<file path="config.mk">
export PLATFORM = sky130hd
export DESIGN_NAME = decode_execute_register
export DESIGN_NICKNAME = d
export VERILOG_FILES = /design/src/rtl/cpu_pkg.sv /design/src/rtl/load_use_hazard_detector.sv /design/src/rtl/decode_execute_register.sv
export SDC_FILE = /design/constraint.sdc
export NUM_CORES = 1
export LEC_CHECK = 0
export ABC_CLOCK_PERIOD_IN_PS = 7600
export CAP_MARGIN = 20
export CORE_AREA = 4 4 297 299
export CTS_BUF_LIST = sky130_fd_sc_hd__clkbuf_4
export CTS_CLUSTER_SIZE = 25
export DETAILED_ROUTE_END_ITERATION = 6
export DIE_AREA = 0 0 301 303
export GPL_TIMING_DRIVEN = 0
export HOLD_SLACK_MARGIN = 0.02
export PLACE_DENSITY = 0.41
export SYNTH_ARGS = -nofsm -noshare
export SYNTH_HDL_FRONTEND = slang
export SYNTH_SLANG_ARGS = --single-unit
</file>
<file path="constraint.sdc">
create_clock -name clk -period 7.6 [get_ports clk]
set_clock_uncertainty 0.2 [all_clocks]
set_input_delay 1.9 -clock clk [delete_from_list [all_inputs] [get_ports clk]]
set_output_delay 1.9 -clock clk [all_outputs]
set_load 0.02 [all_outputs]
</file>
<file path="src/rtl/cpu_pkg.sv">
// ============================================================================
// Module   : cpu_pkg
// Purpose  : Shared vector-CPU types: decode control word, opcodes, ALU ops.
// Revision : 1.0
// ============================================================================
`default_nettype none

package cpu_pkg;

    localparam int SCALAR_WIDTH_DEF   = 32;
    localparam int VECTOR_WIDTH_DEF   = 128;
    localparam int REG_ADDR_WIDTH_DEF = 4;
    localparam int COUNT_WIDTH_DEF    = 16;

    localparam logic [3:0] OP_NOP_LO = 4'b0000;
    localparam logic [3:0] OP_STORE  = 4'b0001;
    localparam logic [3:0] OP_VLOAD  = 4'b0010;
    localparam logic [3:0] OP_SADD   = 4'b0101;
    localparam logic [3:0] OP_VADD   = 4'b0111;
    localparam logic [3:0] OP_NOP_HI = 4'b1111;

    localparam logic [2:0] ALU_ADD = 3'b000;
    localparam logic [2:0] ALU_SUB = 3'b001;
    localparam logic [2:0] ALU_AND = 3'b010;
    localparam logic [2:0] ALU_OR  = 3'b011;
    localparam logic [2:0] ALU_XOR = 3'b100;
    localparam logic [2:0] ALU_SLL = 3'b101;
    localparam logic [2:0] ALU_SRL = 3'b110;
    localparam logic [2:0] ALU_MUL = 3'b111;

    typedef struct packed {
        logic       isVectorScalarOperation;
        logic       resultSelectorWB;
        logic       writeEnableScalarWB;
        logic       writeEnableVectorWB;
        logic       writeToMemoryEnableM;
        logic       useInmediate;
        logic       isScalarInstruction;
        logic       outFlagM;
        logic [2:0] aluControl;
    } ctrl_word_t;

    typedef enum logic [0:0] {
        ST_RUN    = 1'b0,
        ST_BUBBLE = 1'b1
    } pipe_state_t;

endpackage

`default_nettype wire

</file>
<file path="src/rtl/load_use_hazard_detector.sv">
// ============================================================================
// Module   : load_use_hazard_detector
// Purpose  : Flags a decode instruction reading the register a load in E writes.
// Revision : 1.0
// ============================================================================
`default_nettype none

module load_use_hazard_detector #(
    parameter int REG_ADDR_WIDTH = 4
) (
    input  logic                      i_validE,
    input  logic                      i_resultSelectorWBE,
    input  logic                      i_writeEnableScalarWBE,
    input  logic                      i_writeEnableVectorWBE,
    input  logic [REG_ADDR_WIDTH-1:0] i_rdE,
    input  logic                      i_useRs1D,
    input  logic [REG_ADDR_WIDTH-1:0] i_rs1D,
    input  logic                      i_rs1VectorD,
    input  logic                      i_useRs2D,
    input  logic [REG_ADDR_WIDTH-1:0] i_rs2D,
    input  logic                      i_rs2VectorD,
    output logic                      o_hazardD
);

    logic w_loadE;
    logic w_match1;
    logic w_match2;

    assign w_loadE = i_validE & i_resultSelectorWBE &
                     (i_writeEnableScalarWBE | i_writeEnableVectorWBE);

    // The register file of the source must match the file the load writes.
    assign w_match1 = i_useRs1D & (i_rs1D == i_rdE) & (i_rs1VectorD == i_writeEnableVectorWBE);
    assign w_match2 = i_useRs2D & (i_rs2D == i_rdE) & (i_rs2VectorD == i_writeEnableVectorWBE);

    assign o_hazardD = w_loadE & (w_match1 | w_match2);

endmodule

`default_nettype wire

</file>
<file path="src/rtl/decode_execute_register.sv">
// ============================================================================
// Module   : decode_execute_register
// Purpose  : ID/EX pipeline register with load-use bubble, stall hold and flush.
// Revision : 1.0
// ============================================================================
`default_nettype none

module decode_execute_register
    import cpu_pkg::*;
#(
    parameter int SCALAR_WIDTH   = 32,
    parameter int VECTOR_WIDTH   = 128,
    parameter int REG_ADDR_WIDTH = 4,
    parameter int COUNT_WIDTH    = 16
) (
    input  logic                      clk,
    input  logic                      reset,
    input  logic                      isVectorScalarOperationED,
    input  logic                      resultSelectorWBD,
    input  logic                      writeEnableScalarWBD,
    input  logic                      writeEnableVectorWBD,
    input  logic                      writeToMemoryEnableMD,
    input  logic                      useInmediateED,
    input  logic                      isScalarInstructionED,
    input  logic                      outFlagMD,
    input  logic [2:0]                aluControlED,
    input  logic [REG_ADDR_WIDTH-1:0] rs1D,
    input  logic [REG_ADDR_WIDTH-1:0] rs2D,
    input  logic [REG_ADDR_WIDTH-1:0] rdD,
    input  logic                      useRs1D,
    input  logic                      useRs2D,
    input  logic                      rs1VectorD,
    input  logic                      rs2VectorD,
    input  logic [SCALAR_WIDTH-1:0]   scalarAD,
    input  logic [SCALAR_WIDTH-1:0]   scalarBD,
    input  logic [VECTOR_WIDTH-1:0]   vectorAD,
    input  logic [VECTOR_WIDTH-1:0]   vectorBD,
    input  logic [SCALAR_WIDTH-1:0]   immD,
    input  logic                      stallE,
    input  logic                      flushE,
    output logic                      isVectorScalarOperationEE,
    output logic                      resultSelectorWBE,
    output logic                      writeEnableScalarWBE,
    output logic                      writeEnableVectorWBE,
    output logic                      writeToMemoryEnableME,
    output logic                      useInmediateEE,
    output logic                      isScalarInstructionEE,
    output logic                      outFlagME,
    output logic [2:0]                aluControlEE,
    output logic [REG_ADDR_WIDTH-1:0] rdE,
    output logic [SCALAR_WIDTH-1:0]   scalarAE,
    output logic [SCALAR_WIDTH-1:0]   scalarBE,
    output logic [VECTOR_WIDTH-1:0]   vectorAE,
    output logic [VECTOR_WIDTH-1:0]   vectorBE,
    output logic [SCALAR_WIDTH-1:0]   immE,
    output logic                      validE,
    output logic                      stallD,
    output logic [COUNT_WIDTH-1:0]    bubbleCountE
);

    ctrl_word_t                w_ctrlD;
    ctrl_word_t                r_ctrlE;
    logic                      r_validE;
    logic [REG_ADDR_WIDTH-1:0] r_rdE;
    logic [SCALAR_WIDTH-1:0]   r_scalarAE;
    logic [SCALAR_WIDTH-1:0]   r_scalarBE;
    logic [VECTOR_WIDTH-1:0]   r_vectorAE;
    logic [VECTOR_WIDTH-1:0]   r_vectorBE;
    logic [SCALAR_WIDTH-1:0]   r_immE;
    logic [COUNT_WIDTH-1:0]    r_bubbleCount;
    pipe_state_t               r_state;
    pipe_state_t               w_stateNext;
    logic                      w_hazardD;
    logic                      w_loadBubble;
    logic                      w_capture;

    assign w_ctrlD = '{
        isVectorScalarOperation: isVectorScalarOperationED,
        resultSelectorWB:        resultSelectorWBD,
        writeEnableScalarWB:     writeEnableScalarWBD,
        writeEnableVectorWB:     writeEnableVectorWBD,
        writeToMemoryEnableM:    writeToMemoryEnableMD,
        useInmediate:            useInmediateED,
        isScalarInstruction:     isScalarInstructionED,
        outFlagM:                outFlagMD,
        aluControl:              aluControlED
    };

    load_use_hazard_detector #(
        .REG_ADDR_WIDTH(REG_ADDR_WIDTH)
    ) u_hazard (
        .i_validE              (r_validE),
        .i_resultSelectorWBE   (r_ctrlE.resultSelectorWB),
        .i_writeEnableScalarWBE(r_ctrlE.writeEnableScalarWB),
        .i_writeEnableVectorWBE(r_ctrlE.writeEnableVectorWB),
        .i_rdE                 (r_rdE),
        .i_useRs1D             (useRs1D),
        .i_rs1D                (rs1D),
        .i_rs1VectorD          (rs1VectorD),
        .i_useRs2D             (useRs2D),
        .i_rs2D                (rs2D),
        .i_rs2VectorD          (rs2VectorD),
        .o_hazardD             (w_hazardD)
    );

    // Gating with reset keeps an external stallE from freezing decode during reset.
    assign stallD       = reset & ~flushE & (w_hazardD | stallE);
    assign w_loadBubble = flushE | (~stallE & w_hazardD);
    assign w_capture    = ~flushE & ~stallE & ~w_hazardD;

    always_comb begin
        w_stateNext = r_state;
        if (flushE)
            w_stateNext = ST_RUN;
        else if (!stallE)
            w_stateNext = w_hazardD ? ST_BUBBLE : ST_RUN;
    end

    always_ff @(posedge clk or negedge reset) begin
        if (!reset) begin
            r_state       <= ST_RUN;
            r_validE      <= 1'b0;
            r_ctrlE       <= '0;
            r_rdE         <= '0;
            r_scalarAE    <= '0;
            r_scalarBE    <= '0;
            r_vectorAE    <= '0;
            r_vectorBE    <= '0;
            r_immE        <= '0;
            r_bubbleCount <= '0;
        end else begin
            r_state <= w_stateNext;
            if (w_loadBubble) begin
                r_validE   <= 1'b0;
                r_ctrlE    <= '0;
                r_rdE      <= '0;
                r_scalarAE <= '0;
                r_scalarBE <= '0;
                r_vectorAE <= '0;
                r_vectorBE <= '0;
                r_immE     <= '0;
            end else if (w_capture) begin
                r_validE   <= 1'b1;
                r_ctrlE    <= w_ctrlD;
                r_rdE      <= rdD;
                r_scalarAE <= scalarAD;
                r_scalarBE <= scalarBD;
                r_vectorAE <= vectorAD;
                r_vectorBE <= vectorBD;
                r_immE     <= immD;
            end
            // Only load-use bubbles are counted; flush bubbles are not.
            if (!flushE && !stallE && w_hazardD && (r_bubbleCount != '1))
                r_bubbleCount <= r_bubbleCount + 1'b1;
        end
    end

    assign isVectorScalarOperationEE = r_ctrlE.isVectorScalarOperation;
    assign resultSelectorWBE         = r_ctrlE.resultSelectorWB;
    assign writeEnableScalarWBE      = r_ctrlE.writeEnableScalarWB;
    assign writeEnableVectorWBE      = r_ctrlE.writeEnableVectorWB;
    assign writeToMemoryEnableME     = r_ctrlE.writeToMemoryEnableM;
    assign useInmediateEE            = r_ctrlE.useInmediate;
    assign isScalarInstructionEE     = r_ctrlE.isScalarInstruction;
    assign outFlagME                 = r_ctrlE.outFlagM;
    assign aluControlEE              = r_ctrlE.aluControl;
    assign rdE                       = r_rdE;
    assign scalarAE                  = r_scalarAE;
    assign scalarBE                  = r_scalarBE;
    assign vectorAE                  = r_vectorAE;
    assign vectorBE                  = r_vectorBE;
    assign immE                      = r_immE;
    assign validE                    = r_validE;
    assign bubbleCountE              = r_bubbleCount;

endmodule

`default_nettype wire

</file>
## After elaboration in Yosys (flattened, before gate mapping)

Index checks and enable logic that the tools add are counted.

- Shifts and indexed selects: 0
- Multiplexer cells: 16
- Magnitude comparators: 0
- Eq/ne operators: 5
- Reductions and logical operators: 6
- Bitwise operators: 19
- Div/mod/pow operators: 0
- Add/subtract/negate cells: 1
- $mul: 0

Operator list:

| kind | number |
|---|---|
| $mux W128 | 4 |
| $mux W32 | 6 |
| $mux W11 | 2 |
| $add A16 B1 Y16 const B | 1 |
| $ne A16 B16 Y1 const B | 1 |
| $and A1 B1 Y1 | 12 |
| $eq A4 B4 Y1 | 2 |
| $mux W4 | 2 |
| $or A1 B1 Y1 | 4 |
| $logic_and A1 B1 Y1 | 3 |
| $not A1 Y1 | 3 |
| $eq A1 B1 Y1 | 2 |
| $logic_not A1 Y1 | 2 |
| $mux W1 | 2 |
| $reduce_bool A2 Y1 | 1 |

- Flip-flop bits (word level): 384
- Bits in read-only memories: 0
- Memory bits (writable): 0
- Memories kept: 0
- Output and inout port bits: 385
- Latch bits: 0

## Depth between registers and ports, before layout

- Word-level depth: 9
- Depth in mapped cells: 8
- Gate-level depth less buffers: 6

## By module

Synthesis repeated with hierarchy kept, for this count alone.

- Cell total of the unflattened synthesis: 918
- Area total of the unflattened synthesis: 13830.8 um^2

By module, submodules not included:

| module | seq. area each (um^2) | cells each | instances | area an instance (um^2) |
|---|---|---|---|---|
| decode_execute_register | 9609.2 | 902 | 1 | 13704.4 |
| load_use_hazard_detector | 0.0 | 16 | 1 | 126.4 |

## Worst setup path before layout

OpenSTA, ideal clock, no wires.

- Path type: input to output
- From: input rs1VectorD
- To: output stallD
- Stages on the path: 8
- Arrival time: 3.203 ns
- Required time: 5.500 ns
- Path slack: 2.297 ns
- Cell sequence: xor2_1 nor4_1 a32oi_1 nand2b_1 buf_6 buf_6 nand2_1 and3b_1

- Longest elaborated chain between the ends: 6

Ends and longest elaborated chain:

| item | RTL line | text |
|---|---|---|
| start: declaration | decode_execute_register.sv:32 | `input logic rs1VectorD,` |
| $eq A1 B1 Y1 | load_use_hazard_detector.sv:33 | `assign w_match1 = i_useRs1D & (i_rs1D == i_rdE) & (i_rs1VectorD == i_writeEnableVectorWBE);` |
| $and A1 B1 Y1 | load_use_hazard_detector.sv:33 |  |
| $or A1 B1 Y1 | load_use_hazard_detector.sv:36 | `assign o_hazardD = w_loadE & (w_match1 \| w_match2);` |
| $and A1 B1 Y1 | load_use_hazard_detector.sv:36 |  |
| $or A1 B1 Y1 | decode_execute_register.sv:107 | `assign stallD = reset & ~flushE & (w_hazardD \| stallE);` |
| $and A1 B1 Y1 | decode_execute_register.sv:107 |  |
| end: declaration | decode_execute_register.sv:57 | `output logic stallD,` |

No other way between the ends.

## Worst setup path in the final report

Ends and elaborated chain as after synthesis.

==> metrics.md <==
| Metric | Value |
|---|---|
| Critical path arrival | `around 4.4 ns` |
| R2R depth | `8` |
| Worst-Skew Late Latency | `approximately 0.87 ns` |
| CTS Root Cell | `clkbuf_4` |
| CORE AREA | `0.08515 mm2` |
| Via count of the routed design | `13320` |
| Number of synthesized register bits | `~380` |
| Total congestion overflow | `0` |
| Dpl cells | `roughly 2900` |
| Die area | `0.09120 mm2` |
| CTS Buf Count | `113` |
| CTS tree | `yes` |
| Die width | `approximately 300 um` |
| Post-CTS setup buffers | `0` |
| P&R area growth vs syn | `71.91%` |
| Routability-driven placement congestion ratio | `~0.79` |
| Maximum VDD drop | `around 94 uV` |
| Hold_ws | `~0.29 ns` |
| FMAX | `about 0.15 GHz` |
| Worst Path Buf+Inv | `4` |
| Min-delay worst type | `flip-flop to flip-flop` |
| Crit-path max cell delay | `~0.64 ns` |
| Final period util | `0.8574` |
| Fin nets | `~2200` |
| Initial antenna violation count | `13` |
| Max-Cap Viols | `0` |
| Vias per cell | `between 4 and 5` |
| Crit-path max FO | `10` |
| Simple-gate area share of the yosys netlist | `0.01959` |
| Worst setup SP type | `input pin` |
| Die height | `roughly 300 um` |
| Routed wire per std cell | `between 20 and 25 um` |
| Post-Synth XOR/XNOR Area | `0.01443` |
| Total GRT Usage | `0.1471` |
| Average size of a mapped cell | `approximately 15 um2` |
| Final Non-Filler Cells | `about 3000` |
| YS warnings | `0` |
| Setup crit end | `stallD` |
| Post-CTS Resized | `0` |
| Area after DPL | `roughly 0.024 mm2` |
| Num ports | `768` |
| Sequential area share after synthesis | `0.6599` |
| Synth top area share | `0.6599` |
| Drt pass-1 iters | `6` |
| Crit path max-delay family | `buffers and inverters` |
| Pin count of the biggest net entering global routing | `about 110` |
| GRT busiest layer | `met2` |
| Clock Tree Buf Depth | `3` |
| Final TNS setup | `0 ns` |
| DRC Markers | `0` |
| Post-Synthesis Cell Area | `around 0.015 mm2` |
| Final Hold Vio Count | `0` |
| Met2 Use GR | `0.2662` |
| Final ANT Viol Nets | `0` |
| GR Util met3 | `0.06626` |
| Cell area after layout | `0.02504 mm2` |
| CTS sink cnt | `about 380` |
| WL final | `70470 um` |
| Slew of the pin with the lowest slew margin | `just over 1 ns` |
| Share of layout cells above drive strength 1 | `0.1125` |
| Hold path cells | `1` |
| PortBufs | `about 770` |
| Static Leakage | `approximately 10 nW` |
| Worst path depth | `10` |
| H-tree Lvls | `3` |
| Kind of critical path | `input pin to output pin` |
| Vias in the first global route | `14490` |
| Std-Cell Rows | `107` |
| Crit. End Element | `output pin` |
| HPWL after DPL | `about 55000 um` |
| Synthesized Nets | `between 1000 and 1500` |
| Critical Path Slowest Stage Cell | `clkdlybuf4s50_1` |
| Status | `complete, no violations` |
| Initial Util | `0.1710` |
| Adder-Cell Fraction of Synth Area | `0.0008592` |
| Starting DRT DRC Count | `a little over 600` |
| Area contributors post-synth | `dfrtp_1 (66%), a32o_1 (25%), buf_6 (2.9%)` |
| Crit path time final | `6.516 ns` |
| Required time worst endpoint | `between 5 and 6 ns` |
| Global-route wire length before repair | `just under 100000 um` |
| M1 GR Usage | `0.1479` |
| Post-Synthesis Cells | `around 960` |
| Worst setup path start | `rs1VectorD` |
| Fin. max-slew vios | `0` |
| Max_slew headroom | `0.3111` |
| FF-to-FF Start | `writeEnableVectorWBE$_DFFE_PN0P_` |
| Reg2reg end | `isScalarInstructionEE$_DFFE_PN0P_` |
| RSZ-0062 raised after global routing | `no` |
| Compound-Gate Fraction of Synth Area | `0.2515` |
| Reg-to-reg setup timing slack | `5.04 ns` |
| Area leader, netlist | `dfrtp_1` |
| Hold buffer count at CTS | `0` |
| Final Setup Violations | `0` |
| Multiplexer share of the synthesized area | `0.001547` |
| Cells along the critical path | `clkdlybuf4s50_1 -> xor2_1 -> nor4_1 -> a32oi_1 -> nand2b_1 -> buf_6 -> buf_6 -> nand2_1 -> and3b_1 -> clkdlybuf4s50_1` |
| Clock transition at path regs | `0.05 ns` |
| Dominant combinational cell family by area after synthesis | `compound AO/OA/AOI/OAI gates` |
| Power Dens Cells | `roughly 200 mW/mm2` |
| Number of distinct library cells after synthesis | `26` |
registers in the layout, indices dropped and copies added (netlist names):
register and flops:
useInmediateEE 1, isVectorScalarOperationEE 1, bubbleCountE 16, writeToMemoryEnableME 1, rdE 4, writeEnableScalarWBE 1
outFlagME 1, aluControlEE 3, validE 1, scalarAE 32, vectorAE 128, isScalarInstructionEE 1
resultSelectorWBE 1, immE 32, writeEnableVectorWBE 1, vectorBE 128, scalarBE 32
area by class of cell:
class                      count  area [um2]
clock buffer                 158        1186
sequential                   384        9609
inverter                       2       7.507
clock inverter                10       40.04
antenna                        8       20.02
multi-input combinational    453        4195
buffer                       124       753.2
tap                         1144        1431
timing repair buffer         772        7792
fill                        8847       60110
worst reg2reg max path, delay by kind of cell, from the launching register on:
kind / cells / cell delay (ns)
flip-flops: 1 / 0.47
buffers and inverters: 3 / 0.55
AO/OA/AOI/OAI: 2 / 0.51
XOR/XNOR: 1 / 0.20
AND/OR/NAND/NOR: 2 / 0.51
how the worst min path moves through the flow:
stage	startpoint	end	slack [ns]
floorplan	bubbleCountE[7]$_DFFE_PN0P_	bubbleCountE[7]$_DFFE_PN0P_	0.39
global placement	scalarAE[27]$_DFFE_PN0P_	scalarAE[27]$_DFFE_PN0P_	0.27
detailed placement	vectorAE[43]$_DFFE_PN0P_	vectorAE[43]$_DFFE_PN0P_	0.28
CTS	vectorBE[106]$_DFFE_PN0P_	vectorBE[106]$_DFFE_PN0P_	0.29
global route	vectorBE[105]$_DFFE_PN0P_	vectorBE[105]$_DFFE_PN0P_	0.30
finish	scalarAE[29]$_DFFE_PN0P_	scalarAE[29]$_DFFE_PN0P_	0.29
metrics by stage:
step | setup slack, ns | util | power [mW]
floorplan | 2.297 | - | 2.548
global placement | -13.52 | 0.2779 | 3.129
detailed placement | 1.052 | 0.2794 | 3.138
CTS | 1.036 | 0.2938 | 5.032
global route | 0.9355 | 0.2939 | 5.169
finish | 1.084 | 0.2940 | 4.895
cells by family (layout without fill, tap and decap cells):
| group | count (synthesis) | count (layout) |
|---|---|---|
| compound gates | 370 | 370 |
| xor+xnor | 24 | 24 |
| fa+ha+maj | 1 | 1 |
| buf+inv | 126 | 1066 |
| flops | 384 | 384 |
| mux | 2 | 2 |
| other cells | 0 | 8 |
| simple gates | 56 | 56 |
Yosys cell counts:
master	count
buf_6	37
a32oi_1	1
ha_1	1
buf_4	1
and3_1	4
and2_0	1
o21ai_0	7
clkbuf_1	81
and4_1	3
xnor2_1	15
inv_1	2
nor3_1	3
mux2_2	2
nand2_1	16
xor2_1	9
a21oi_1	1
nor2_1	5
buf_2	5
and3b_1	1
nor4_1	2
nand4_1	5
nand3_1	15
a32o_1	360
dfrtp_1	384
o211a_1	1
nand2b_1	1
power by group:
group | switching, mW | total (mW) | internal (mW)
Clock | 0.883 | 1.81 | 0.925
Combinational | 0.409 | 0.866 | 0.457
Sequential | 0.0660 | 2.22 | 2.16
cell usage in the layout, fill, tap and decap left out, types with 2 or more instances in the layout:
| master | instances |
|---|---|
| clkbuf_4 | 158 |
| and4_1 | 3 |
| buf_16 | 3 |
| mux2_2 | 2 |
| buf_2 | 5 |
| nor2_1 | 4 |
| and3_1 | 4 |
| a32o_1 | 360 |
| o21ai_0 | 7 |
| nor4_1 | 2 |
| buf_8 | 3 |
| buf_6 | 37 |
| xor2_1 | 9 |
| nor3_1 | 3 |
| clkbuf_1 | 81 |
| diode_2 | 8 |
| nand2_1 | 16 |
| clkdlybuf4s50_1 | 765 |
| buf_4 | 2 |
| xnor2_1 | 15 |
| dfrtp_1 | 384 |
| clkinv_1 | 7 |
| clkinv_2 | 2 |
| inv_1 | 2 |
| nand3_1 | 15 |
| nand4_1 | 5 |
per-layer routing:
layer	vias up	share of wire
li1	5811	-
met1	6771	0.35
met2	604	0.52
met3	128	0.099
met4	8	0.030
met5	-	0.00089
No activity file was read; power rests on OpenSTA's default activity.
